$ cat src/rtl/mips_cpu_sequencer_if.sv
// Signal bundle between the multicycle sequencer and the memory, decoder and datapath.
// The master side drives the stimulus inputs and the slave side is the sequencer itself.
interface mips_cpu_sequencer_if #(parameter int STATE_W = 3);
    logic               waitrequest;
    logic               mem_access;
    logic [STATE_W-1:0] exec_len;
    logic               muldiv_busy;
    logic               muldiv_dep;
    logic               halt_req;
    logic [STATE_W-1:0] state;
    logic               exec_first;
    logic               exec_last;
    logic               active;
    logic               stall;
    logic [31:0]        instr_count;
    logic               timeout_err;

    modport master (
        output waitrequest, mem_access, exec_len, muldiv_busy, muldiv_dep, halt_req,
        input  state, exec_first, exec_last, active, stall, instr_count, timeout_err
    );

    modport slave (
        input  waitrequest, mem_access, exec_len, muldiv_busy, muldiv_dep, halt_req,
        output state, exec_first, exec_last, active, stall, instr_count, timeout_err
    );
endinterface

$ cat src/rtl/mips_cpu_sequencer.sv
// Multicycle CPU state sequencer: FETCH -> DECODE -> EXEC1..EXECn with waitrequest and
// HI/LO hazard stalls, a bus-hang timeout into HALTED, and a retired-instruction counter.
module mips_cpu_sequencer #(
    parameter int STATE_W      = 3,
    parameter int MAX_EXEC     = 2,
    parameter int WAIT_TIMEOUT = 0
) (
    input  logic                  clk,
    input  logic                  reset,
    mips_cpu_sequencer_if.slave   bus
);
    localparam int CW = (WAIT_TIMEOUT < 2) ? 1 : $clog2(WAIT_TIMEOUT + 1);

    localparam logic [STATE_W-1:0] S_HALT   = '0;
    localparam logic [STATE_W-1:0] S_FETCH  = STATE_W'(1);
    localparam logic [STATE_W-1:0] S_DECODE = STATE_W'(2);
    localparam logic [STATE_W-1:0] S_EXEC1  = STATE_W'(3);
    localparam logic [STATE_W-1:0] MAXE     = STATE_W'(MAX_EXEC);
    localparam logic [CW-1:0]      WT_LAST  = CW'(WAIT_TIMEOUT - 1);

    if (MAX_EXEC < 1 || MAX_EXEC + 3 > 2**STATE_W) begin : g_bad_params
        $error("mips_cpu_sequencer: MAX_EXEC must be >= 1 and MAX_EXEC+3 <= 2**STATE_W");
    end

    logic [STATE_W-1:0] state_q, state_d;
    logic [STATE_W-1:0] len_q, len_d;
    logic [CW-1:0]      wcnt_q, wcnt_d;
    logic [31:0]        cnt_q, cnt_d;
    logic               terr_q, terr_d;
    logic               wait_stall, md_stall, to_hit, retire;
    logic               is_exec, x_last;

    // States beyond EXEC(MAX_EXEC) are unreachable, so a lower bound is enough.
    assign is_exec = (state_q >= S_EXEC1);
    assign x_last  = is_exec && ((state_q - S_DECODE) == len_q);

    always_ff @(posedge clk) begin : state_reg
        if (reset) begin
            state_q <= S_FETCH;
            len_q   <= STATE_W'(1);
            wcnt_q  <= '0;
            cnt_q   <= '0;
            terr_q  <= 1'b0;
        end else begin
            state_q <= state_d;
            len_q   <= len_d;
            wcnt_q  <= wcnt_d;
            cnt_q   <= cnt_d;
            terr_q  <= terr_d;
        end
    end

    always_comb begin : next_state
        wait_stall = ((state_q == S_FETCH) || (is_exec && bus.mem_access)) && bus.waitrequest;
        md_stall   = (state_q == S_DECODE) && bus.muldiv_dep && bus.muldiv_busy;
        to_hit     = (WAIT_TIMEOUT != 0) && wait_stall && (wcnt_q >= WT_LAST);
        retire     = is_exec && !wait_stall && x_last;
        state_d    = state_q;
        len_d      = len_q;
        cnt_d      = cnt_q;
        terr_d     = terr_q;
        // Any non-wait cycle, including a muldiv hold, breaks the consecutive run.
        wcnt_d     = '0;
        if (wait_stall)
            wcnt_d = (wcnt_q == '1) ? wcnt_q : wcnt_q + CW'(1);

        if (state_q != S_HALT) begin
            if (to_hit) begin
                state_d = S_HALT;
                terr_d  = 1'b1;
            end else if (state_q == S_FETCH) begin
                if (!wait_stall) state_d = S_DECODE;
            end else if (state_q == S_DECODE) begin
                if (!md_stall) begin
                    state_d = S_EXEC1;
                    if (bus.exec_len == '0)       len_d = STATE_W'(1);
                    else if (bus.exec_len > MAXE) len_d = MAXE;
                    else                          len_d = bus.exec_len;
                end
            end else if (!wait_stall) begin
                if (retire) begin
                    cnt_d   = cnt_q + 32'd1;
                    state_d = bus.halt_req ? S_HALT : S_FETCH;
                end else begin
                    state_d = state_q + STATE_W'(1);
                end
            end
        end
    end

    always_comb begin : outputs
        bus.stall      = wait_stall || md_stall;
        bus.active     = (state_q != S_HALT);
        bus.exec_first = (state_q == S_EXEC1);
        bus.exec_last  = x_last;
    end

    assign bus.state       = state_q;
    assign bus.instr_count = cnt_q;
    assign bus.timeout_err = terr_q;
endmodule
$ cat src/flat_wrapper.sv
// flat-port wrapper written by rule: the top's interface ports become plain ports
module mips_cpu_sequencer_flat 
#(
    parameter int STATE_W      = 3,
    parameter int MAX_EXEC     = 2,
    parameter int WAIT_TIMEOUT = 0
)
  (clk, reset, bus_waitrequest, bus_mem_access, bus_exec_len, bus_muldiv_busy, bus_muldiv_dep, bus_halt_req, bus_state, bus_exec_first, bus_exec_last, bus_active, bus_stall, bus_instr_count, bus_timeout_err);
  mips_cpu_sequencer_if #(.STATE_W(STATE_W)) bus_i ();
  input  logic clk;
  input  logic reset;
  input wire logic [$bits(bus_i.waitrequest)-1:0] bus_waitrequest;
  input wire logic [$bits(bus_i.mem_access)-1:0] bus_mem_access;
  input wire logic [$bits(bus_i.exec_len)-1:0] bus_exec_len;
  input wire logic [$bits(bus_i.muldiv_busy)-1:0] bus_muldiv_busy;
  input wire logic [$bits(bus_i.muldiv_dep)-1:0] bus_muldiv_dep;
  input wire logic [$bits(bus_i.halt_req)-1:0] bus_halt_req;
  output wire logic [$bits(bus_i.state)-1:0] bus_state;
  output wire logic [$bits(bus_i.exec_first)-1:0] bus_exec_first;
  output wire logic [$bits(bus_i.exec_last)-1:0] bus_exec_last;
  output wire logic [$bits(bus_i.active)-1:0] bus_active;
  output wire logic [$bits(bus_i.stall)-1:0] bus_stall;
  output wire logic [$bits(bus_i.instr_count)-1:0] bus_instr_count;
  output wire logic [$bits(bus_i.timeout_err)-1:0] bus_timeout_err;
  assign bus_i.waitrequest = bus_waitrequest;
  assign bus_i.mem_access = bus_mem_access;
  assign bus_i.exec_len = bus_exec_len;
  assign bus_i.muldiv_busy = bus_muldiv_busy;
  assign bus_i.muldiv_dep = bus_muldiv_dep;
  assign bus_i.halt_req = bus_halt_req;
  assign bus_state = bus_i.state;
  assign bus_exec_first = bus_i.exec_first;
  assign bus_exec_last = bus_i.exec_last;
  assign bus_active = bus_i.active;
  assign bus_stall = bus_i.stall;
  assign bus_instr_count = bus_i.instr_count;
  assign bus_timeout_err = bus_i.timeout_err;
  mips_cpu_sequencer #(.STATE_W(STATE_W), .MAX_EXEC(MAX_EXEC), .WAIT_TIMEOUT(WAIT_TIMEOUT)) u_core (.clk(clk), .reset(reset), .bus(bus_i));
endmodule
$ cat config.mk
export PLATFORM = sky130hd
export DESIGN_NAME = mips_cpu_sequencer_flat
export DESIGN_NICKNAME = d
export VERILOG_FILES = /design/src/rtl/mips_cpu_sequencer_if.sv /design/src/rtl/mips_cpu_sequencer.sv /design/src/flat_wrapper.sv
export SDC_FILE = /design/constraint.sdc
export NUM_CORES = 1
export LEC_CHECK = 0
export BUFFER_PORTS_ARGS = -buffer_cell sky130_fd_sc_hd__buf_2
export CAP_MARGIN = 15
export CORE_ASPECT_RATIO = 0.5
export CORE_MARGIN = 2
export CORE_UTILIZATION = 53
export CTS_BUF_LIST = sky130_fd_sc_hd__clkbuf_2
export DETAILED_ROUTE_END_ITERATION = 10
export PLACE_DENSITY_LB_ADDON = 0.1
export SETUP_SLACK_MARGIN = 0.15
export SYNTH_ARGS = -nofsm -noshare
export SYNTH_HDL_FRONTEND = slang
export SYNTH_SLANG_ARGS = --single-unit
$ cat constraint.sdc
create_clock -name clk -period 6.15 [get_ports clk]
set_input_delay 0.615 -clock clk [delete_from_list [all_inputs] [get_ports clk]]
set_output_delay 0.615 -clock clk [all_outputs]
set_load 0.02 [all_outputs]
==> key figures, run 1 <==
GRT
  – First-pass GRT wire length: 7110 µm
  – Initial antenna violation count: 0
  – Total Routing Usage GR: 0.208
  – Largest net degree at the start of global routing: 38
  – Number of global-route vias before repair: 1619
  – Global route overflow: 0

Place
  – Pre-CTS WS: 2.86 ns
  – Final GP Congestion: 0.805
  – Port Buf Inserts: 47
  – Detailed Place HPWL: 3290 µm

Worst setup path
  – Critical path's slowest cell: nand4_1
  – CP most frequent cell: ha_1
  – Worst r2r src: u_core.bus.state[1]
  – Crit-path cells: ha_1, ha_1, nor2_2, o31ai_1, nand4_1, or4_1, a21oi_1
  – Critical Path Start Type: register
  – Reg2Reg Depth: 7
  – Crit path launch: u_core.bus.state[1]
  – Worst endpoint required time: 6.49 ns
  – Crit path kind: register to register
  – Critical path's largest stage delay: 0.86 ns
  – CP Data Arrival Time: 3.65 ns
  – Setup slack, reg-to-reg: 2.84 ns
  – Crit. End Element: register
  – R2r endpoint: u_core.bus.instr_count[29]
  – Maximum fanout along the worst path: 25

Cells and area
  – Fillcell total: 329
  – Area occupied by multi-input gates: 1200 µm²
  – Final nets: 311
  – Largest register FFs: 32
  – Register area: 761 µm²
  – Share of cells above drive strength 1: 0.207
  – Layout Area Growth over Synthesis: 14.6%
  – Ant. Diodes: 0

Hold path
  – Hold Path Origin: u_core.len_q[2]
  – Hold Path Stages: 1
  – Hold-critical path endpoint: u_core.len_q[2]
  – Hold Crit Class: register to register

Drt
  – Drt first-iter violations: 76
  – Drt total wl: 4680 µm
  – Drt first pass iters: 4
  – Wire length per cell: 13.6 µm
  – Routed Antenna Nets: 0
  – Via count: 2042
  – Vias per cell: 5.92
  – Drc violations: 0

STA
  – Setup_tns: 0 ns
  – Final hold viol count: 0
  – Least-Margin Pin Slew: 0.961 ns
  – PnR worst setup slack: 2.84 ns
  – Final Cycle Share: 0.538
  – Clock skew: 0.0137 ns
  – Max Freq: 302 MHz
  – Final setup vio count: 0
  – Hold slack: 0.500 ns
  – Slew Limit Fails: 0
  – Slew HR: 0.358
  – Unrepaired setup endpoints after global routing: no
  – Crit path time final: 3.31 ns

Die
  – Starting Density: 0.576
  – # IOs: 50
  – Die height: 48.0 µm
  – Die W: 92.0 µm
  – Core area: 3570 µm²
  – Die area: 4420 µm²
  – FP Rows: 15

Synth
  – Top post-synthesis cells by area: dfxtp_1 (37%), a21oi_1 (7.3%), o31ai_1 (6.2%), or4_1 (5.9%), ha_1 (4.9%)
  – Synthesized cell area: 2050 µm²
  – Post-synth top flop: dfxtp_1
  – Post-Syn Nets: 269
  – Yosys top cell area share: 0.371
  – Synth top cells by count: dfxtp_1 (38), a21oi_1 (30), nand2_1 (21)
  – Synth area leader: dfxtp_1
  – Seq/Total Area, Yosys: 0.371
  – Top-count cell post-synth: dfxtp_1
  – Post-synthesis cell count: 251
  – Yosys warning count: 0
  – Synth Area per Inst: 8.18 µm²
  – Async set-reset flop share out of synthesis: 0
  – Distinct cells, synth: 42
  – Register bit total from synthesis: 38
  – EDFF count, synth: 0

Power
  – Leak: 0.899 nW
  – Power Dens Cells: 290 nW/µm²
  – Worst vdd ir: 0.000261 V

Clock network
  – PostCTS Resize Cnt: 0
  – Clk buf depth: 2
  – Post-CTS Setup Inserts: 0
  – CTS Buf Count: 5
  – CTS Sinks: 38
  – Worst-Skew Late Latency: 0.39 ns
  – H-tree levels: 2
  – CTS tree: built
  – # hold bufs at CTS: 0
  – CTS root buffer: clkbuf_2
  – Reg clk slew, reported paths: 0.20 ns

Flow run
  – Maxcap violations: 0

Run status
  – Status: finished, final reports clean
==> logic make-up (layout without fill, tap and decap cells) <==
family / Yosys count / in the layout / synth area share
AND/OR/NAND/NOR: 107 / 107 / 0.286
other: 1 / 1 / 0.00183
XOR/XNOR: 7 / 7 / 0.0299
AO/OA/AOI/OAI: 70 / 70 / 0.210
buffers and inverters: 18 / 61 / 0.0427
multiplexers: 2 / 2 / 0.0104
adder cells (fa/ha/maj): 8 / 8 / 0.0488
flip-flops: 38 / 38 / 0.371
==> critical path: cells and delay by family, from the launching register on <==
family | cells | cell delay [ns]
AO/OA/AOI/OAI | 2 | 0.58
adder cells (fa/ha/maj) | 2 | 0.43
AND/OR/NAND/NOR | 3 | 1.70
flip-flops | 1 | 0.55
==> final cells by class <==
cell class / instances / share of cell area
multi-input cells: 195 / 0.512
flip-flops and latches: 38 / 0.323
repair buffers: 47 / 0.100
well taps: 51 / 0.0271
clock inverters: 3 / 0.0170
clock buffers: 5 / 0.0106
inverters: 6 / 0.00957
==> power breakdown <==
group | leakage [nW] | internal, mW | total, mW | switching, mW
combinational | 0.550 | 0.0939 | 0.245 | 0.151
sequential | 0.307 | 0.258 | 0.284 | 0.0257
clock | 0.0427 | 0.0675 | 0.154 | 0.0865
==> per-stage QoR <==
stage | power [mW] | cell area, µm² | util | instances
after floorplan | 0.475 | 2050 | - | 251
after global placement | 0.523 | 2290 | 0.641 | 337
after detailed placement | 0.532 | 2290 | 0.641 | 337
after CTS | 0.686 | 2350 | 0.660 | 345
after global routing | 0.723 | 2350 | 0.660 | 345
final | 0.682 | 2350 | 0.660 | 345
==> metal layers <==
layer,global-route usage,vias to the layer above,wire length [µm]
li1,-,1037,-
met1,0.249,957,2210
met2,0.378,43,2190
met3,0.0661,5,261
met4,0.0627,0,28
met5,0,-,0
==> cell usage in the layout, fill, tap and decap left out, types with 2 or more instances in the layout <==
cell type  netlist  layout
buf_2            1      47
dfxtp_1         38      38
a21oi_1         30      30
nand2_1         21      21
o31ai_1         17      17
nor2_1          16      16
or4_1           16      16
nand3_1         15      15
o21ai_0         12      12
nand4_1          9       9
or3_1            9       9
ha_1             8       8
inv_1            6       6
xor2_1           5       5
clkbuf_2         0       5
nor3_1           4       4
nor4_1           4       4
o21a_1           3       3
nand2b_1         2       2
xnor2_1          2       2
and3_1           2       2
nor3b_1          2       2
a211oi_1         2       2
clkinv_2         0       2
==> how the worst max path moves through the flow <==
stage / slack, ns / cells past startpoint / to
6_report: 2.84 / 7 / u_core.bus.instr_count[29]
3_5_place_dp: 2.86 / 7 / u_core.bus.instr_count[29]
5_1_grt: 2.53 / 7 / u_core.bus.instr_count[21]
4_1_cts: 2.86 / 7 / u_core.bus.instr_count[17]
2_1_floorplan: 3.40 / 8 / u_core.bus.instr_count[16]
3_3_place_gp: 2.99 / 7 / u_core.bus.instr_count[29]
No activity file was read; power rests on OpenSTA's default activity.
==> run 2: changes to the inputs <==
--- a/config.mk
+++ b/config.mk
@@ -5,6 +5,7 @@
 export SDC_FILE = /design/constraint.sdc
 export NUM_CORES = 1
 export LEC_CHECK = 0
+export ABC_AREA = 1
 export BUFFER_PORTS_ARGS = -buffer_cell sky130_fd_sc_hd__buf_2
 export CAP_MARGIN = 15
 export CORE_ASPECT_RATIO = 0.5
==> constraint.sdc (replaced) <==
create_clock -name clk -period 3.4 [get_ports clk]
set_input_delay 0.34 -clock clk [delete_from_list [all_inputs] [get_ports clk]]
set_output_delay 0.34 -clock clk [all_outputs]
set_load 0.02 [all_outputs]
==> key figures, run 2 <==
Run status
  – Status: finished, final reports clean

Synth
  – Synthesized cell area: 2650 µm² (+29%)
  – Async set-reset flop share out of synthesis: 0 (unchanged)
  – EDFF count, synth: 0 (unchanged)
  – Top-count cell post-synth: nand2_1
  – Post-synthesis cell count: 438 (+75%)
  – Yosys top cell area share: 0.287 (-0.0837)
  – Seq/Total Area, Yosys: 0.287 (-0.0837)
  – Top post-synthesis cells by area: dfxtp_1 (29%), nand2_1 (24%), nor2_1 (8.8%), nand3_1 (5.5%), inv_1 (5.2%)
  – Distinct cells, synth: 29 (-31%)
  – Synth top cells by count: nand2_1 (172), nor2_1 (62), dfxtp_1 (38)
  – Post-Syn Nets: 456 (+70%)
  – Post-synth top flop: dfxtp_1
  – Synth area leader: dfxtp_1
  – Synth Area per Inst: 6.06 µm² (-26%)
  – Yosys warning count: 0 (unchanged)
  – Register bit total from synthesis: 38 (unchanged)

Clock network
  – Clk buf depth: 2 (unchanged)
  – Reg clk slew, reported paths: 0.21 ns (about the same)
  – CTS Sinks: 38 (unchanged)
  – PostCTS Resize Cnt: 0 (unchanged)
  – CTS root buffer: clkbuf_2
  – CTS Buf Count: 5 (unchanged)
  – Post-CTS Setup Inserts: 0 (unchanged)
  – Worst-Skew Late Latency: 0.40 ns (about the same)
  – H-tree levels: 2 (unchanged)
  – CTS tree: built
  – # hold bufs at CTS: 0 (unchanged)

Cells and area
  – Ant. Diodes: 0 (unchanged)
  – Fillcell total: 542 (+65%)
  – Design Area, Final: 2980 µm² (+27%)
  – Final nets: 501 (+61%)
  – Share of cells above drive strength 1: 0.176 (-0.0319)
  – Largest register FFs: 32 (unchanged)
  – Final core occ: 0.612 (-0.0475)
  – Layout Area Growth over Synthesis: 12.3%
  – Non-Filler Instances: 554 (+61%)
  – Commonest non-fill, non-tap cells in the layout: nand2_1 (172), nor2_1 (62), buf_2 (47)
  – Most common cell after layout, fill and taps aside: nand2_1

STA
  – Slew HR: 0.510 (+0.152)
  – Max Freq: 429 MHz
  – Least-Margin Pin Slew: 0.735 ns (-0.225 ns)
  – Final Cycle Share: 0.686
  – Setup_tns: 0 ns (unchanged)
  – Slew Limit Fails: 0 (unchanged)
  – Final setup vio count: 0 (unchanged)
  – Final hold viol count: 0 (unchanged)
  – Clock skew: 0.0318 ns (+0.0181 ns)
  – Crit path time final: 2.33 ns
  – Unrepaired setup endpoints after global routing: no

Place
  – Port Buf Inserts: 47 (unchanged)
  – Dpl cells: 546 (+62%)
  – Detailed Place HPWL: 4740 µm (+44%)
  – Final GP Congestion: 0.895 (+11%)
  – Area after DPL: 2910 µm² (+27%)

Die
  – Die height: 54.0 µm (+13%)
  – Die area: 5620 µm² (+27%)
  – FP Rows: 18 (+3)
  – Die W: 104 µm (+13%)
  – # IOs: 50 (unchanged)
  – Starting Density: 0.545 (-0.0305)
  – Core area: 4860 µm² (+36%)

Worst setup path
  – Worst path bufs/invs: 2 (+2)
  – CP top delay family: flip-flops
  – Worst endpoint required time: 3.06 ns (-3.43 ns)
  – Critical Path Start Type: register
  – CP Data Arrival Time: 1.99 ns (-1.66 ns)
  – Crit-path cells: ha_1, ha_1, nor2_1, nand2_1, nand2_1, nand2_1, inv_1, o21ai_0, buf_2
  – Critical path's slowest cell: dfxtp_1
  – Maximum fanout along the worst path: 8 (-68%)
  – Crit. End Element: output port
  – Setup slack, reg-to-reg: 1.08 ns (-1.76 ns)
  – Critical path's largest stage delay: 0.44 ns (-0.42 ns)
  – Crit path kind: register to output port
  – CP most frequent cell: nand2_1

Drt
  – Drc violations: 0 (unchanged)
  – Drt first pass iters: 4 (unchanged)
  – Drt first-iter violations: 126 (+66%)
  – Via count: 2722 (+33%)
  – Vias per cell: 4.91 (-17%)
  – Drt total wl: 6210 µm (+33%)
  – Wire length per cell: 11.2 µm (-17%)
  – Routed Antenna Nets: 0 (unchanged)

Power
  – Worst vdd ir: 0.000281 V (+7.9%)
  – Leak: 1.23 nW (+36%)
  – Pwr Total: 1.24 mW (+82%)
  – Power Dens Cells: 416 nW/µm² (+43%)

GRT
  – Largest net degree at the start of global routing: 35 (-7.9%)
  – Global route overflow: 0 (unchanged)
  – Number of global-route vias before repair: 2246 (+39%)
  – Initial antenna violation count: 0 (unchanged)
  – Total Routing Usage GR: 0.231 (+0.0231)
  – First-pass GRT wire length: 10400 µm (+46%)

Hold path
  – Hold Crit Class: input port to register

Flow run
  – Maxcap violations: 0 (unchanged)
## run 2: cell types whose count changed after synthesis, moves of 5 or more
cell	before	now
nand2_1	21	172
nor2_1	16	62
inv_1	6	37
o31ai_1	17	0
or4_1	16	0
nand3_1	15	29
nand2_2	0	12
a21oi_2	0	10
or3_1	9	0
o21ai_0	12	5
a21oi_1	30	24
xnor2_1	2	7
## run 2: worst register-to-register path, stage by stage, from the launching register on
cell and delay, ns:
dfxtp_1 0.53, inv_1 0.15, ha_1 0.25, nand2_4 0.10
nand2_2 0.09, a21oi_4 0.29, nand3_4 0.31, clkinv_4 0.31
nand2_1 0.09, a21oi_1 0.12
## run 2: cell type report
class | instances | area, µm² | share of cell area
multi-input cells | 351 | 1670 | 0.561
clock buffers | 7 | 35.0 | 0.0118
clock inverters | 1 | 30.0 | 0.0101
repair buffers | 48 | 243 | 0.0815
well taps | 70 | 87.6 | 0.0294
flip-flops and latches | 38 | 761 | 0.255
inverters | 39 | 151 | 0.0508
## run 2: final timing paths
| kind | startpoint | to | depth (start not counted) |
|---|---|---|---|
| min | bus_exec_len[2] | u_core.len_q[0] | 4 |
| max reg2reg | u_core.bus.state[0] | u_core.bus.instr_count[22] | 9 |
| max | u_core.bus.state[0] | bus_stall | 9 |
| min reg2reg | u_core.len_q[2] | u_core.len_q[2] | 2 |
## run 2: where the power goes
| part | total (mW) | internal [mW] | switching [mW] |
|---|---|---|---|
| combinational | 0.464 | 0.146 | 0.318 |
| sequential | 0.493 | 0.465 | 0.0281 |
| clock | 0.281 | 0.131 | 0.150 |
## run 2: routing by layer
metal | track usage | vias up | part of all wire
li1 | - | 1454 | -
met1 | 0.321 | 1191 | 0.52
met2 | 0.388 | 75 | 0.41
met3 | 0.0412 | 2 | 0.060
met4 | 0.0405 | 0 | 0.0018
met5 | 0 | - | 0
## run 2: cells by family after synthesis
group                      share of synthesized area
and+or+nand+nor                                0.450
buffers and inverters                         0.0835
AOI/OAI and AO/OA                             0.0939
DFF                                            0.287
xor gates and xnor gates                      0.0462
adders and majority gates                     0.0377
other                                        0.00141
## run 2: stage by stage
step	worst slack [ns]	hold WS (ns)
after global routing	0.848	0.255
after CTS	1.05	0.232
after floorplan	1.24	0.446
final	1.07	0.252
after detailed placement	1.13	0.471
after global placement	1.13	0.462
==> run 3: changes to the inputs <==
==> constraint.sdc (replaced) <==
create_clock -name clk -period 2.3 [get_ports clk]
set_input_delay 0.23 -clock clk [delete_from_list [all_inputs] [get_ports clk]]
set_output_delay 0.23 -clock clk [all_outputs]
set_load 0.02 [all_outputs]
==> key figures, run 3 (same netlist as run 2, synthesis figures left out) <==
Run status
  – Status: finished, final reports clean

Cells and area
  – Layout Area Growth over Synthesis: 15.0%
  – Share of cells above drive strength 1: 0.206 (+0.0305)
  – Largest register FFs: 32 (unchanged)
  – Most common cell after layout, fill and taps aside: nand2_1
  – Design Area, Final: 3050 µm² (+2.4%)
  – Final nets: 507 (+1.2%)
  – Commonest non-fill, non-tap cells in the layout: nand2_1 (169), nor2_1 (61), buf_2 (45)
  – Ant. Diodes: 0 (unchanged)

Worst setup path
  – CP top delay family: flip-flops
  – Critical path's slowest cell: dfxtp_4
  – Crit. path cell count: 9 (unchanged)
  – Crit path kind: register to output port
  – Maximum fanout along the worst path: 6 (-2)
  – Worst endpoint required time: 2.07 ns (-0.99 ns)
  – Crit-path cells: ha_2, ha_2, nor2_2, nand2_2, nand2_2, nand2_2, inv_2, o21ai_1, buf_4
  – Worst path bufs/invs: 2 (unchanged)
  – Critical Path Start Type: register
  – Reg2Reg Depth: 12 (+3)
  – Critical path's largest stage delay: 0.41 ns (-0.03 ns)
  – CP Data Arrival Time: 1.80 ns (-0.19 ns)
  – Crit. End Element: output port
  – CP most frequent cell: nand2_2

STA
  – Clock skew: 0.0255 ns (-0.00624 ns)
  – Final setup vio count: 0 (unchanged)
  – Final Cycle Share: 0.883
  – Slew HR: 0.512 (+0.00214)
  – Unrepaired setup endpoints after global routing: no
  – Slew Limit Fails: 0 (unchanged)
  – Final hold viol count: 0 (unchanged)
  – Max Freq: 492 MHz
  – Setup_tns: 0 ns (unchanged)
  – Least-Margin Pin Slew: 0.732 ns (-0.00320 ns)
  – Crit path time final: 2.03 ns

Die
  – Die area: 5620 µm² (unchanged)
  – Core area: 4860 µm² (unchanged)
  – # IOs: 50 (unchanged)
  – Die W: 104 µm (unchanged)
  – FP Rows: 18 (unchanged)
  – Die height: 54.0 µm (unchanged)
  – Starting Density: 0.545 (unchanged)

Power
  – Leak: 1.25 nW (+1.8%)
  – Power Dens Cells: 613 nW/µm² (+47%)
  – Pwr Total: 1.87 mW (+51%)
  – Worst vdd ir: 0.000376 V (+34%)

Drt
  – Vias per cell: 4.80 (-2.3%)
  – Wire length per cell: 11.4 µm (+1.7%)
  – Drt first pass iters: 4 (unchanged)
  – Routed Antenna Nets: 0 (unchanged)
  – Drt total wl: 6380 µm (+2.8%)
  – Via count: 2687 (-1.3%)
  – Drt first-iter violations: 147 (+17%)
  – Drc violations: 0 (unchanged)

Clock network
  – CTS Buf Count: 5 (unchanged)
  – # hold bufs at CTS: 0 (unchanged)
  – Clk buf depth: 2 (unchanged)
  – CTS root buffer: clkbuf_2
  – CTS tree: built
  – Reg clk slew, reported paths: 0.20 ns (about the same)
  – Worst-Skew Late Latency: 0.42 ns (+0.02 ns)
  – CTS Sinks: 38 (unchanged)
  – H-tree levels: 2 (unchanged)

Place
  – Port Buf Inserts: 47 (unchanged)
  – Detailed Place HPWL: 4860 µm (+2.7%)
  – Area after DPL: 2940 µm² (+0.82%)
  – Final GP Congestion: 0.889 (-0.69%)

GRT
  – Total Routing Usage GR: 0.244 (+0.0128)
  – Largest net degree at the start of global routing: 35 (unchanged)
  – First-pass GRT wire length: 10800 µm (+3.8%)
  – Number of global-route vias before repair: 2310 (+2.8%)
  – Initial antenna violation count: 0 (unchanged)
  – Global route overflow: 0 (unchanged)

Hold path
  – Hold Path Stages: 4 (unchanged)
  – Hold Crit Class: input port to register

Flow run
  – Maxcap violations: 0 (unchanged)
==> run 3: worst register-to-register path, delay by kind of cell, from the launching register on <==
| family | cells | cell delay, ns |
|---|---|---|
| AO/OA/AOI/OAI | 1 | 0.13 |
| AND/OR/NAND/NOR | 6 | 0.59 |
| flip-flops | 1 | 0.41 |
| adder cells (fa/ha/maj) | 2 | 0.34 |
| buffers and inverters | 3 | 0.44 |
==> run 3: what timing repair did <==
action | CTS | global route
setup buffers | 0 | 3
pin swaps | 0 | 4
resized for setup | 3 | 15
endpoints found under the setup margin | 7 | 32
==> run 3: final timing paths <==
check / startpoint / to / slack [ns]
min reg2reg: u_core.len_q[2] / u_core.len_q[2] / 0.49
max: u_core.bus.state[1] / bus_stall / 0.27
min: bus_exec_len[2] / u_core.len_q[0] / 0.13
max reg2reg: u_core.bus.state[1] / u_core.bus.instr_count[21] / 0.30
==> run 3: stage by stage <==
step            util  hold WS [ns]  worst slack (ns)  instances
2_1_floorplan      -         0.446             0.190        438
5_1_grt        0.627         0.144             0.142        560
4_1_cts        0.612         0.121             0.141        557
3_3_place_gp   0.604         0.460             0.218        549
6_report       0.627         0.133             0.269        560
3_5_place_dp   0.604         0.470             0.182        549
==> run 3: layout make-up <==
class	count	area, µm²
Clock buffer	6	30.0
Inverter	39	154
Timing Repair Buffer	54	309
Tap cell	70	87.6
Fill cell	508	1820
Multi-Input combinational cell	351	1690
Sequential cell	38	769
Clock inverter	2	8.76
==> run 3: power by group <==
| group | leakage [nW] | switching [mW] | internal [mW] |
|---|---|---|---|
| sequential | 0.308 | 0.0371 | 0.699 |
| combinational | 0.910 | 0.519 | 0.308 |
| clock | 0.0304 | 0.232 | 0.0746 |
==> run 3: layer usage <==
metal  global-route usage  share of wire  wire [µm]  up-vias
met5                    0              0          0        -
met4               0.0608         0.0080         51        0
met3               0.0424          0.046        291        8
met2                0.409           0.41       2640       54
met1                0.334           0.53       3400     1161
li1                     -              -          -     1464
